--- src/rtl/addrc_reader_if.sv ---
// Lane-load handshake and state bus for addrc_reader.
// A lane transfers on a rising edge where in_valid && in_ready; ld holds until ack is seen with ld high.
interface addrc_reader_if #(
    parameter int LANES  = 25,
    parameter int LANE_W = 64
);
    logic                      in_valid;
    logic [LANE_W-1:0]         in_lane;
    logic                      in_ready;
    logic                      ack;
    logic                      ld;
    logic [4:0]                lane_cnt;
    logic [LANES*LANE_W-1:0]   in_mem;
    logic                      fsm_state;

    modport slave (
        input  in_valid, in_lane, ack,
        output in_ready, ld, lane_cnt, in_mem, fsm_state
    );

    modport master (
        output in_valid, in_lane, ack,
        input  in_ready, ld, lane_cnt, in_mem, fsm_state
    );
endinterface

--- src/rtl/addrc_reader.sv ---
// Gathers 25 serial Keccak lanes into 64 slice-major 25-bit words for the addRC XOR stage.
// Optional slice read port enabled by defining ADDRC_RD_PORT_EN.
module addrc_reader #(
    parameter int LANES  = 25,
    parameter int LANE_W = 64
) (
    input  logic          clk,
    input  logic          rst,
`ifdef ADDRC_RD_PORT_EN
    input  logic [5:0]    rd_idx,
    output logic [24:0]   rd_slice,
`endif
    addrc_reader_if.slave bus
);
    typedef enum logic {
        S_LOAD = 1'b0,
        S_HOLD = 1'b1
    } state_t;

    state_t            state_q, state_d;
    logic [4:0]        cnt_q, cnt_d;
    logic              accept;
    logic [LANES-1:0]  slice_q [LANE_W];

    always_comb begin
        state_d = state_q;
        cnt_d   = cnt_q;
        accept  = 1'b0;
        case (state_q)
            S_LOAD: begin
                if (bus.in_valid) begin
                    accept = 1'b1;
                    cnt_d  = cnt_q + 5'd1;
                    if (cnt_q == 5'(LANES - 1)) state_d = S_HOLD;
                end
            end
            S_HOLD: begin
                if (bus.ack) begin
                    state_d = S_LOAD;
                    cnt_d   = 5'd0;
                end
            end
            default: begin
                state_d = S_LOAD;
                cnt_d   = 5'd0;
            end
        endcase
    end

    always_ff @(posedge clk) begin
        if (!rst) begin
            state_q <= S_LOAD;
            cnt_q   <= 5'd0;
        end else begin
            state_q <= state_d;
            cnt_q   <= cnt_d;
        end
    end

    // Lane k lands in bit k of every slice; cnt_q is at most LANES-1 while loading.
    always_ff @(posedge clk) begin
        if (!rst) begin
            for (int z = 0; z < LANE_W; z++) slice_q[z] <= '0;
        end else if (accept) begin
            for (int z = 0; z < LANE_W; z++) slice_q[z][cnt_q] <= bus.in_lane[z];
        end
    end

    for (genvar j = 0; j < LANE_W; j++) begin : g_mem
        assign bus.in_mem[LANES*j +: LANES] = slice_q[j];
    end

    assign bus.ld        = (state_q == S_HOLD);
    assign bus.in_ready  = (state_q == S_LOAD);
    assign bus.lane_cnt  = cnt_q;
    assign bus.fsm_state = state_q;

`ifdef ADDRC_RD_PORT_EN
    assign rd_slice = slice_q[rd_idx];
`endif
endmodule

--- src/flat_wrapper.sv ---
// flat-port wrapper written by rule: the top's interface ports become plain ports
module addrc_reader_flat 
#(
    parameter int LANES  = 25,
    parameter int LANE_W = 64
)
  (clk, rst, bus_in_valid, bus_in_lane, bus_ack, bus_in_ready, bus_ld, bus_lane_cnt, bus_in_mem, bus_fsm_state);
  addrc_reader_if #(.LANES(LANES), .LANE_W(LANE_W)) bus_i ();
  input  logic clk;
  input  logic rst;
  input wire logic [$bits(bus_i.in_valid)-1:0] bus_in_valid;
  input wire logic [$bits(bus_i.in_lane)-1:0] bus_in_lane;
  input wire logic [$bits(bus_i.ack)-1:0] bus_ack;
  output wire logic [$bits(bus_i.in_ready)-1:0] bus_in_ready;
  output wire logic [$bits(bus_i.ld)-1:0] bus_ld;
  output wire logic [$bits(bus_i.lane_cnt)-1:0] bus_lane_cnt;
  output wire logic [$bits(bus_i.in_mem)-1:0] bus_in_mem;
  output wire logic [$bits(bus_i.fsm_state)-1:0] bus_fsm_state;
  assign bus_i.in_valid = bus_in_valid;
  assign bus_i.in_lane = bus_in_lane;
  assign bus_i.ack = bus_ack;
  assign bus_in_ready = bus_i.in_ready;
  assign bus_ld = bus_i.ld;
  assign bus_lane_cnt = bus_i.lane_cnt;
  assign bus_in_mem = bus_i.in_mem;
  assign bus_fsm_state = bus_i.fsm_state;
  addrc_reader #(.LANES(LANES), .LANE_W(LANE_W)) u_core (.clk(clk), .rst(rst), .bus(bus_i));
endmodule
--- config.mk ---
export PLATFORM = sky130hd
export DESIGN_NAME = addrc_reader_flat
export DESIGN_NICKNAME = d
export VERILOG_FILES = /design/src/rtl/addrc_reader_if.sv /design/src/rtl/addrc_reader.sv /design/src/flat_wrapper.sv
export SDC_FILE = /design/constraint.sdc
export NUM_CORES = 1
export LEC_CHECK = 0
export CORE_AREA = 5 5 648 650
export DETAILED_ROUTE_END_ITERATION = 10
export DIE_AREA = 0 0 653 655
export SETUP_SLACK_MARGIN = 0.1
export SYNTH_ARGS = -nofsm -noshare
export SYNTH_HDL_FRONTEND = slang
export SYNTH_SLANG_ARGS = --single-unit
--- constraint.sdc ---
create_clock -name clk -period 19.4 [get_ports clk]
set_input_delay 4.85 -clock clk [delete_from_list [all_inputs] [get_ports clk]]
set_output_delay 4.85 -clock clk [all_outputs]
set_load 0.1 [all_outputs]
=== After elaboration in Yosys (flattened, before gate mapping) ===
Memories as Yosys holds them, arrays and structs flattened.
Index checks and enable logic that the tools add are counted.

* Memories kept: 1
* Latch bits: 0
* Memory bits (writable): 1600
* Output and inout port bits: 1608
* Input bits: 68
* Word-level logic and storage cells: 3227
* ROM bits: 0
* Register bits after elaboration: 6

* Multiplexer cells: 1615
* Reduce and logical (&&, ||, !) cells: 2
* Div/mod/pow operators: 0
* Equality and inequality tests: 3
* Add/sub/neg operators: 1
* Shift-type cells: 0
* Order comparisons: 2
* Bitwise logic cells: 1601
* Multiply operators: 0

{| class="wikitable"
|+ Memories
! name !! depth !! bits a word !! rd ports !! clocked after Yosys merged registers in !! wr ports !! RTL line !! source
|-
| u_core.slice_q || 64 || 25 || 64 || 0 || 64 || addrc_reader.sv:23 || <nowiki>logic [LANES-1:0] slice_q [LANE_W];</nowiki>
|}

{| class="wikitable"
|+ Operators by type and width
! operator !! number
|-
| two-way mux 1 bit || 1609
|-
| bitwise OR 1 bit || 1600
|-
| two-way mux 25 bit || 1
|-
| two-way mux 5 bit || 2
|-
| one-hot mux 5 bit (2 select lines) || 1
|-
| less-than comparator 5 x 6 -> 1 bit, second input constant || 1
|-
| adder 5 x 1 -> 5 bit, second input constant || 1
|-
| demux 1 bit (select 5 bit) || 1
|-
| == test 5 bit, second input constant || 1
|-
| greater-or-equal comparator 5 x 1 -> 1 bit, second input constant || 1
|-
| inequality test 2 bit, second input constant || 2
|-
| one-hot mux 1 bit (2 select lines) || 1
|-
| AND reduction 2 bit || 1
|-
| logical AND 1 bit || 1
|-
| inverter 1 bit || 1
|}

=== Depth between registers and ports, before layout ===
Gate-level depths: netlist of the first run.

* Depth in word-level cells: 6
* Mapped depth: 7
* Depth with buffers taken out: 5

=== Worst setup path before layout of the first run ===
Ideal clock, no wire load.

* Path type: input to register
* Start point: in bus_in_valid
* End point: mem u_core.slice_q[4][6] (netlist: u_core.slice_q[0][106]) (enable)
* Path buffers: 2
* Cell stages on the path: 5
* Arrival time: 10070 ps
* Setup slack: 8755 ps
* Library setup time: 575 ps
* Required time: 18825 ps
* Cell sequence: buf_2 nor2b_1 nand3_1 clkbuf_1 o21ai_0

{| class="wikitable"
|+ RTL lines
! element !! RTL line !! source
|-
| from (decl) || flat_wrapper.sv:11 || <nowiki>input wire logic [$bits(bus_i.in_valid)-1:0] bus_in_valid;</nowiki>
|-
| to (decl) || addrc_reader.sv:23 ||
|}

==> metrics.sh, run 1 <==
REQUIRED_PS=19870
GLOBALROUTEOVERFLOWTOTAL=0
DR.PASS1.ITERS=5
ROUTED_WL_MM=292
ROUTED-VIA-COUNT=35600
CP.BUFFERS_INVERTERS=5
CRITICAL_PATH.TOP_DELAY_FAMILY='buffers and inverters'
TIMING.CRITICAL_PATH.SLOWEST_CELL_DELAY_PS=870
NUM-NETS-FINAL=4800
DRC=0
CRIT_CHAIN='clkdlybuf4s50_1 > nor2b_1 > nand3_4 > buf_4 > o21ai_4 > buf_4 > buf_4 > buf_4'
AREA_GROWTH_PCT=55.5
FIRST_GLOBAL_VIAS=35400
YOSYS.AREA.TOP_TYPE='sky130_fd_sc_hd__edfxtp_1'
TIMING.FINAL.SETUP_VIOLATIONS=0
POWER_PER_CELL_AREA_mW_PER_MM2=115
CTS.PATH.MAX_BUFFERS=4
POST_DRT_VIA_CELL_RATIO=3.44
GRT_PASS1_WL_MM=364
GRT_UTIL_ALL_LAYERS_PCT=12.8
ARR_TIME_CRIT_PATH_PS=8850
YOSYSWARNINGCOUNT=0
DIE-WIDTH_UM=653
PLACE_WS_PS=10060
CHIPHEIGHT_UM=655
SLOWEST_STAGE='sky130_fd_sc_hd__clkdlybuf4s50_1'
CLOCK.FMAX_MHz=119
FIN_CRIT_SH_PCT=43.1
DETAILED_PLACE.AREA_MM2=0.0776
CRITICAL_PATH.MOST_COMMON_CELL='sky130_fd_sc_hd__buf_4'
SLEW_HEADROOM_PCT=8.99
NETLIST_INSTANCES=2898
CLOCK_SINK_COUNT=1606
PLACE_INST=10000
TIMING_WORST_SLEW_PIN_VALUE_PS=1360
POSTLAYOUTSETUPSLACKWORST_PS=11030
INITIAL_CORE_UTIL_PCT=13.0
AVERAGE_CELL_AREA_AFTER_SYNTHESIS_UM2=18.5
CORE_AREA_MM2=0.413
DRV_SLEW=0
GRT_SETUP_UNREPAIRED='false'
HTREE_LEVELS=4
FIN_HOLD_WS_PS=695
POWER_LEAKAGE_nW=27.0
SETUP-TNS-FINAL_PS=0
HOLD_FAILS_FINAL_RPT=0
ANTENNA_FOUND_INITIAL=45
SYNTH_SEQ_CELLS=1606
POSTLAYOUTCELLAREA_MM2=0.0834
POST_ROUTE_CELLS_DRIVE_ABOVE_1_SHARE_PCT=8.92
ROWS=236
YOSYSSEQAREASHARE_PCT=89.9
CRITICALPATHCATEGORY='in -> reg'
POST_SYNTH_MAIN_AREA_CONTRIBUTORS='sky130_fd_sc_hd__edfxtp_1 (90%), sky130_fd_sc_hd__nor2_1 (5.5%), sky130_fd_sc_hd__nand2_1 (1.4%)'
GP_CONGESTION=0.847
HOLD_PATH.CLASS='reg -> reg'
SYNTH_FP_NETS=2971
DPL.HPWL_MM=213
IRDROPWORSTVDD_V=0.0000790
PERIOD_MINUS_SLACK_PS=8370
TRITONCTS_BUFFER_COUNT=178
BOUNDARYPINS=1676
POST_CTS_BUFFERS=0
AVGROUTEDWIREPERCELL_UM=28.2
NUMBER_OF_BUFFERS_ADDED_TO_FIX_HOLD_VIOLATIONS_AFTER_CTS=0
YS_TYPES=30
FIN_CELLS=10400
CLOCK_TREE.ROOT_CELL='sky130_fd_sc_hd__clkbuf_16'
STATUS='complete, no violations'
CLOCK_TREE_FROM_TRITONCTS='built'
COUNT_OF_INPUT_AND_OUTPUT_BUFFERS=1675
LARGEST_NET_DEGREE_AT_THE_START_OF_GLOBAL_ROUTING=65
POST_SYNTH_INSTANCE_AREA_MM2=0.0536
RR_STARTPOINT='u_core.bus.lane_cnt[2]$_SDFFE_PN0P_'
DETAILEDROUTE.FIRSTITERATIONVIOLATIONS=4331
WORST_HOLD_STARTPOINT='u_core.bus.lane_cnt[1]$_SDFFE_PN0P_'
CRIT_FANOUT=33
CLOCK_SKEW_PS=91.7
DIE-AREA_MM2=0.428
CTS_RESIZED=0
CRITPATHCAPTURETYPE='register'
CTS.CLK_SLEW.WORST_PATHS_PS=60
CLOCK_INSERTION_DELAY_WORST_SKEW_PS=880
MAX_CAP_VIOLATIONS=0
ANTENNA_LEFT=0
CRIT_START='bus_in_valid'
CRIT_PATH_START_KIND='primary input'
SYNTHDOMINANTCELLAREASHARE_PCT=89.7
==> cells by family after synthesis <==
kind of cell | after synthesis | share of synthesized area (%)
AO/OA/AOI/OAI | 38 | 0.397
adder cells (fa/ha/maj) | 5 | 0.117
AND/OR/NAND/NOR | 1114 | 8.48
flip-flops | 1606 | 89.9
buffers and inverters | 135 | 1.13
==> synth_stat cells <==
master	instances
sky130_fd_sc_hd__nand4b_1	2
sky130_fd_sc_hd__dfxtp_1	6
sky130_fd_sc_hd__nand4_1	3
sky130_fd_sc_hd__a41oi_1	2
sky130_fd_sc_hd__nor2_2	1
sky130_fd_sc_hd__clkbuf_1	56
sky130_fd_sc_hd__o21ai_0	30
sky130_fd_sc_hd__o311a_1	1
sky130_fd_sc_hd__a21oi_1	1
sky130_fd_sc_hd__nor2b_1	2
sky130_fd_sc_hd__ha_1	5
sky130_fd_sc_hd__or2_2	1
sky130_fd_sc_hd__nor2_1	783
sky130_fd_sc_hd__edfxtp_1	1600
sky130_fd_sc_hd__buf_4	4
sky130_fd_sc_hd__and2_1	98
sky130_fd_sc_hd__nand3_1	1
sky130_fd_sc_hd__buf_1	6
sky130_fd_sc_hd__nand4b_2	1
sky130_fd_sc_hd__nand2_1	206
sky130_fd_sc_hd__inv_1	3
sky130_fd_sc_hd__nor2_4	1
sky130_fd_sc_hd__nor3_2	1
sky130_fd_sc_hd__and3b_1	1
sky130_fd_sc_hd__and4b_1	4
sky130_fd_sc_hd__a21boi_0	4
sky130_fd_sc_hd__or3_1	3
sky130_fd_sc_hd__or3b_1	3
sky130_fd_sc_hd__nand3b_1	3
sky130_fd_sc_hd__buf_2	66
==> registers in the layout (all words and copies together) (netlist names) <==
register	cells
u_core.bus.fsm_state	1
u_core.bus.lane_cnt	5
u_core.slice_q	1600
==> layout make-up <==
| type | instances | area [um2] |
|---|---|---|
| Clock buffer | 212 | 4620 |
| Timing Repair Buffer | 1781 | 17400 |
| Clock inverter | 105 | 1050 |
| Inverter | 3 | 11.3 |
| Tap cell | 5474 | 6850 |
| Multi-Input combinational cell | 1157 | 5160 |
| Sequential cell | 1606 | 48200 |
| Antenna cell | 24 | 60.1 |
| Fill cell | 43600 | 329000 |
==> metal layers <==
metal / GRT usage [%] / vias to the layer above / part of all wire [%]
met5: 0 / - / 0.017
li1: - / 14200 / -
met2: 22.0 / 2687 / 49
met4: 4.36 / 6 / 3.3
met3: 4.51 / 431 / 11
met1: 14.8 / 18300 / 37
==> final timing paths <==
check / end / slack [ps] / cells after the start
min reg2reg: u_core.bus.lane_cnt[1]$_SDFFE_PN0P_ / 700 / 2
min: u_core.bus.lane_cnt[1]$_SDFFE_PN0P_ / 700 / 2
max: u_core.slice_q[0][172]$_SDFFCE_PN0P_ / 11030 / 8
max reg2reg: u_core.slice_q[1][657]$_DFFE_PP_ / 15070 / 5
==> layout by cell type, fill, tap and decap left out, types with 2 or more instances in the layout <==
cell type | synthesis | routed
sky130_fd_sc_hd__and2_1 | 98 | 97
sky130_fd_sc_hd__clkinvlp_4 | 0 | 3
sky130_fd_sc_hd__dfxtp_1 | 6 | 6
sky130_fd_sc_hd__ha_1 | 5 | 5
sky130_fd_sc_hd__nand2_1 | 206 | 206
sky130_fd_sc_hd__clkdlybuf4s50_1 | 0 | 1636
sky130_fd_sc_hd__or3b_4 | 0 | 3
sky130_fd_sc_hd__nand4_1 | 3 | 3
sky130_fd_sc_hd__clkinv_4 | 0 | 6
sky130_fd_sc_hd__o21ai_4 | 0 | 25
sky130_fd_sc_hd__nand3b_1 | 3 | 3
sky130_fd_sc_hd__nor2b_1 | 2 | 2
sky130_fd_sc_hd__clkinv_16 | 0 | 4
sky130_fd_sc_hd__clkinv_8 | 0 | 3
sky130_fd_sc_hd__inv_8 | 0 | 3
sky130_fd_sc_hd__buf_4 | 4 | 124
sky130_fd_sc_hd__clkbuf_16 | 0 | 180
sky130_fd_sc_hd__nand4b_1 | 2 | 2
sky130_fd_sc_hd__nor2_1 | 783 | 783
sky130_fd_sc_hd__inv_6 | 0 | 11
sky130_fd_sc_hd__clkinv_1 | 0 | 36
sky130_fd_sc_hd__clkinv_2 | 0 | 25
sky130_fd_sc_hd__clkbuf_1 | 56 | 32
sky130_fd_sc_hd__diode_2 | 0 | 24
sky130_fd_sc_hd__a41oi_1 | 2 | 2
sky130_fd_sc_hd__a21boi_0 | 4 | 4
sky130_fd_sc_hd__o21ai_0 | 30 | 5
sky130_fd_sc_hd__or3_1 | 3 | 3
sky130_fd_sc_hd__buf_2 | 66 | 19
sky130_fd_sc_hd__nor2_4 | 1 | 2
sky130_fd_sc_hd__edfxtp_1 | 1600 | 1600
sky130_fd_sc_hd__and4b_4 | 0 | 3
sky130_fd_sc_hd__bufinv_16 | 0 | 14
sky130_fd_sc_hd__inv_1 | 3 | 3
==> power by group <==
group	total, W	switching, W	leakage [nW]	internal, W
sequential	0.00410	0.0000753	16.1	0.00403
clock	0.00338	0.00148	2.77	0.00190
combinational	0.00209	0.00177	8.11	0.000327
==> through the flow <==
stage	util [%]	power [W]
detailed placement	18.8	0.00629
finish	20.2	0.00958
floorplan	-	0.00566
global route	20.2	0.00983
global placement	18.8	0.00628
CTS	20.2	0.00968
==> worst reg2reg max path, delay by kind of cell (launching register included) <==
| family | cells | cell delay, ps |
|---|---|---|
| flip-flops | 1 | 710 |
| AO/OA/AOI/OAI | 1 | 600 |
| AND/OR/NAND/NOR | 1 | 710 |
| buffers and inverters | 3 | 1760 |
Note: power is estimated with default switching activity, not from simulation.
==> run 2, diff against run 1 <==
Settings changed: CORE_AREA 5 5 648 650 to 5 5 652 654, DIE_AREA 0 0 653 655 to 0 0 657 659.
Clock period 19.4 ns to 6.79 ns, I/O delays scaled along.
==> run 2 against run 1 <==
Effect of this change:
- count of clock-buffer cells in the layout rose by 7
- core utilization fell by 0.18 points
- clock skew fell by 27 ps
- non-clock buffer count rose by 5
- flip-flop and latch count did not move
- clock power rose to 2.9 times the previous value
- global-route usage fell by 0.54 points
- critical path depth fell by 7
- worst setup slack got worse by 8800 ps
- combinational power rose to 2.9 times the previous value
- cell area rose by 0.59%
- critical endpoint is now bus_fsm_state
- largest cell class unchanged
- largest power group unchanged
==> metrics.sh, run 2 (synthesis results as in run 1) <==
STATUS='complete, no violations'
PLACE_INST=10100  # +0.51%
ARR_TIME_CRIT_PATH_PS=2900  # -5950 ps
HOLD_PATH.CLASS='reg -> reg'
MAX_CAP_VIOLATIONS=0  # unchanged
PLACE_WS_PS=1340  # -8720 ps
POWER_LEAKAGE_nW=27.2  # +0.63%
TIMING.CRITICAL_PATH.SLOWEST_CELL_DELAY_PS=1290  # +420 ps
REGMOSTFLOPS='u_core.slice_q'
GRT_PASS1_WL_MM=355  # -2.4%
POST_DRT_VIA_CELL_RATIO=3.34  # -2.8%
POWER.SHARE.CLOCK_PCT=35.3  # about the same
CRIT_PATH_START_KIND='register'
DIE-AREA_MM2=0.433  # +1.2%
INITIAL_CORE_UTIL_PCT=12.8  # -0.19 points
GLOBALROUTEOVERFLOWTOTAL=0  # unchanged
GP_CONGESTION=0.793  # -6.4%
ROWS=238  # +0.85%
DR.PASS1.ITERS=5  # unchanged
TIMING_WORST_SLEW_PIN_VALUE_PS=1320  # -45.4 ps
ANTENNA_FOUND_INITIAL=46  # +2.2%
CP-ENDPOINT='bus_fsm_state'
CTS.CLK_SLEW.WORST_PATHS_PS=60  # about the same
CLOCK_INSERTION_DELAY_WORST_SKEW_PS=880  # about the same
ANTENNA_LEFT=0  # unchanged
CP.BUFFERS_INVERTERS=1  # -4
GRTUSAGEMET2_PCT=21.4  # -0.66 points
GR-MAX-USAGE-LAYER='met2'
CLOCK_SKEW_PS=64.5  # -27.2 ps
ROUTED_WL_MM=282  # -3.5%
HOLD_FAILS_FINAL_RPT=0  # unchanged
FIN_HOLD_WS_PS=630  # -64.9 ps
DETAILEDROUTE.FIRSTITERATIONVIOLATIONS=3844  # -11%
CRITPATHCAPTURETYPE='output port'
CRITICAL_PATH.TOP_DELAY_FAMILY='buffers and inverters'
CTS_RESIZED=0  # unchanged
SLEW_HEADROOM_PCT=12.0  # +3.0 points
CLOCK_TREE_FROM_TRITONCTS='built'
CRIT_FANOUT=17  # -48%
DIE-WIDTH_UM=657  # +0.61%
POSTLAYOUTCELLAREA_MM2=0.0838  # +0.59%
FIN_CRIT_SH_PCT=67.7
NUMBER_OF_BUFFERS_ADDED_TO_FIX_HOLD_VIOLATIONS_AFTER_CTS=0  # unchanged
CRITICALPATHCATEGORY='reg -> out'
CORE_AREA_MM2=0.419  # +1.5%
POWER_PER_CELL_AREA_mW_PER_MM2=326  # +180%
SLOWEST_STAGE='sky130_fd_sc_hd__clkdlybuf4s50_1'
WORST-PATH-STAGES=1  # -7
DETAILED_PLACE.AREA_MM2=0.0781  # +0.63%
AREA_GROWTH_PCT=56.5
COUNT_OF_INPUT_AND_OUTPUT_BUFFERS=1675  # unchanged
PERIOD_MINUS_SLACK_PS=4600
TRITONCTS_BUFFER_COUNT=178  # unchanged
DRV_SLEW=0  # unchanged
POST_CTS_BUFFERS=0  # unchanged
NET-SWITCHING-POWER_W=0.00945  # +180%
FIRST_GLOBAL_VIAS=34700  # -2.0%
CLOCK.FMAX_MHz=217
CTS.PATH.MAX_BUFFERS=4  # unchanged
DPL.HPWL_MM=203  # -4.6%
DRC=0  # unchanged
TOTAL_POWER_W=0.0274  # +190%
CHIPHEIGHT_UM=659  # +0.61%
LEADING_CELL_TYPES_IN_THE_LAYOUT_FILL_AND_TAPS_EXCLUDED='sky130_fd_sc_hd__clkdlybuf4s50_1 (1627), sky130_fd_sc_hd__edfxtp_1 (1600), sky130_fd_sc_hd__nor2_1 (783)'
CRIT_START='u_core.bus.fsm_state$_SDFF_PN0_'
LARGEST_NET_DEGREE_AT_THE_START_OF_GLOBAL_ROUTING=65  # unchanged
TIMING.FINAL.SETUP_VIOLATIONS=0  # unchanged
POSTLAYOUTSETUPSLACKWORST_PS=2190  # -8840 ps
HTREE_LEVELS=4  # unchanged
GRT_USE_MET3_PCT=4.22  # -0.29 points
POWER_REPORT.INTERNAL_TOTAL_W=0.0179  # +190%
P_SEQ_SHARE_PCT=42.7  # about the same
BOUNDARYPINS=1676  # unchanged
ROUTED-VIA-COUNT=34800  # -2.3%
MOSTFREQUENTLAYOUTCELL='sky130_fd_sc_hd__clkdlybuf4s50_1'
WORST-R2R-CELL-COUNT=4  # -1
FILL_CELLS=44500  # +2.2%
POST_ROUTE_CELLS_DRIVE_ABOVE_1_SHARE_PCT=9.16  # +0.23 points
IRDROPWORSTVDD_V=0.000240  # +200%
GLOBAL_ROUTE.USAGE.MET1_PCT=13.9  # -0.81 points
REQUIRED_PS=5090  # -14780 ps
GRT_SETUP_UNREPAIRED='false'
FIN_CELLS=10400  # +0.53%
GRT_UTIL_ALL_LAYERS_PCT=12.3  # -0.54 points
AVGROUTEDWIREPERCELL_UM=27.1  # -4.0%
CLOCK_TREE.ROOT_CELL='sky130_fd_sc_hd__clkbuf_16'
LARGEST_REG_FLOPS=1600  # unchanged
CLOCK_SINK_COUNT=1606  # unchanged
SWSHARE_PCT=34.6  # -0.12 points
RR_STARTPOINT='u_core.bus.lane_cnt[2]$_SDFFE_PN0P_'
CRIT_CHAIN='clkdlybuf4s50_1'
R2R_SETUP_SLACK_PS=3280  # -11790 ps
R2R-END='u_core.slice_q[1][154]$_DFFE_PP_'
COMBINATIONALPOWERSHARE_PCT=22.0  # about the same
NUM-NETS-FINAL=4805  # +0.10%
==> run 2: changes by cell type in the layout (fill, tap and decap cells not counted), moves of 3 or more <==
cell                              delta
sky130_fd_sc_hd__buf_2               -6
sky130_fd_sc_hd__buf_4              -12
sky130_fd_sc_hd__buf_12             +32
sky130_fd_sc_hd__clkbuf_1            +9
sky130_fd_sc_hd__clkinv_2            -3
sky130_fd_sc_hd__clkinv_1            -3
sky130_fd_sc_hd__clkdlybuf4s50_1     -9
==> run 2: final cells by class <==
cell class | count | area (um2) | share of cell area, %
tap | 5520 | 6910 | 8.24
timing repair buffer | 1786 | 17900 | 21.3
inverter | 3 | 11.3 | 0.0134
antenna | 26 | 65.1 | 0.0776
clock inverter | 100 | 1060 | 1.27
sequential | 1606 | 48200 | 57.4
multi-input combinational | 1157 | 5160 | 6.15
clock buffer | 219 | 4610 | 5.50
==> run 2: metal layers <==
| layer | vias to the layer above | wire length [um] |
|---|---|---|
| met5 | - | 0 |
| met3 | 436 | 27200 |
| met2 | 2222 | 140000 |
| li1 | 14200 | - |
| met4 | 0 | 10400 |
| met1 | 17900 | 104000 |
==> run 2: metrics by stage <==
stage / util [%] / TNS (ps)
3_5_place_dp: 18.7 / 0
6_report: 20.0 / 0
4_1_cts: 20.0 / 0
3_3_place_gp: 18.7 / 0
5_1_grt: 20.0 / 0
2_1_floorplan: - / -489410
==> run 2: power by group through the flow <==
stage	logic [W]	clock network, W	registers [W]
2_1_floorplan	0.000246	0	0.0159
4_1_cts	0.00607	0.00989	0.0117
6_report	0.00601	0.00966	0.0117
3_5_place_dp	0.00607	0	0.0119
3_3_place_gp	0.00606	0	0.0119
5_1_grt	0.00609	0.0103	0.0117
==> run 2: worst min path at each step <==
| stage | cells after the start | slack [ps] | endpoint | from |
|---|---|---|---|---|
| 3_5_place_dp | 2 | 620 | u_core.bus.lane_cnt[1]$_SDFFE_PN0P_ | u_core.bus.lane_cnt[1]$_SDFFE_PN0P_ |
| 5_1_grt | 2 | 680 | u_core.bus.lane_cnt[1]$_SDFFE_PN0P_ | u_core.bus.lane_cnt[1]$_SDFFE_PN0P_ |
| 4_1_cts | 2 | 630 | u_core.bus.lane_cnt[1]$_SDFFE_PN0P_ | u_core.bus.lane_cnt[1]$_SDFFE_PN0P_ |
| 6_report | 2 | 630 | u_core.bus.lane_cnt[1]$_SDFFE_PN0P_ | u_core.bus.lane_cnt[1]$_SDFFE_PN0P_ |
| 3_3_place_gp | 2 | 610 | u_core.bus.lane_cnt[1]$_SDFFE_PN0P_ | u_core.bus.lane_cnt[1]$_SDFFE_PN0P_ |
| 2_1_floorplan | 2 | 1000 | u_core.bus.lane_cnt[1]$_SDFFE_PN0P_ | u_core.bus.lane_cnt[1]$_SDFFE_PN0P_ |
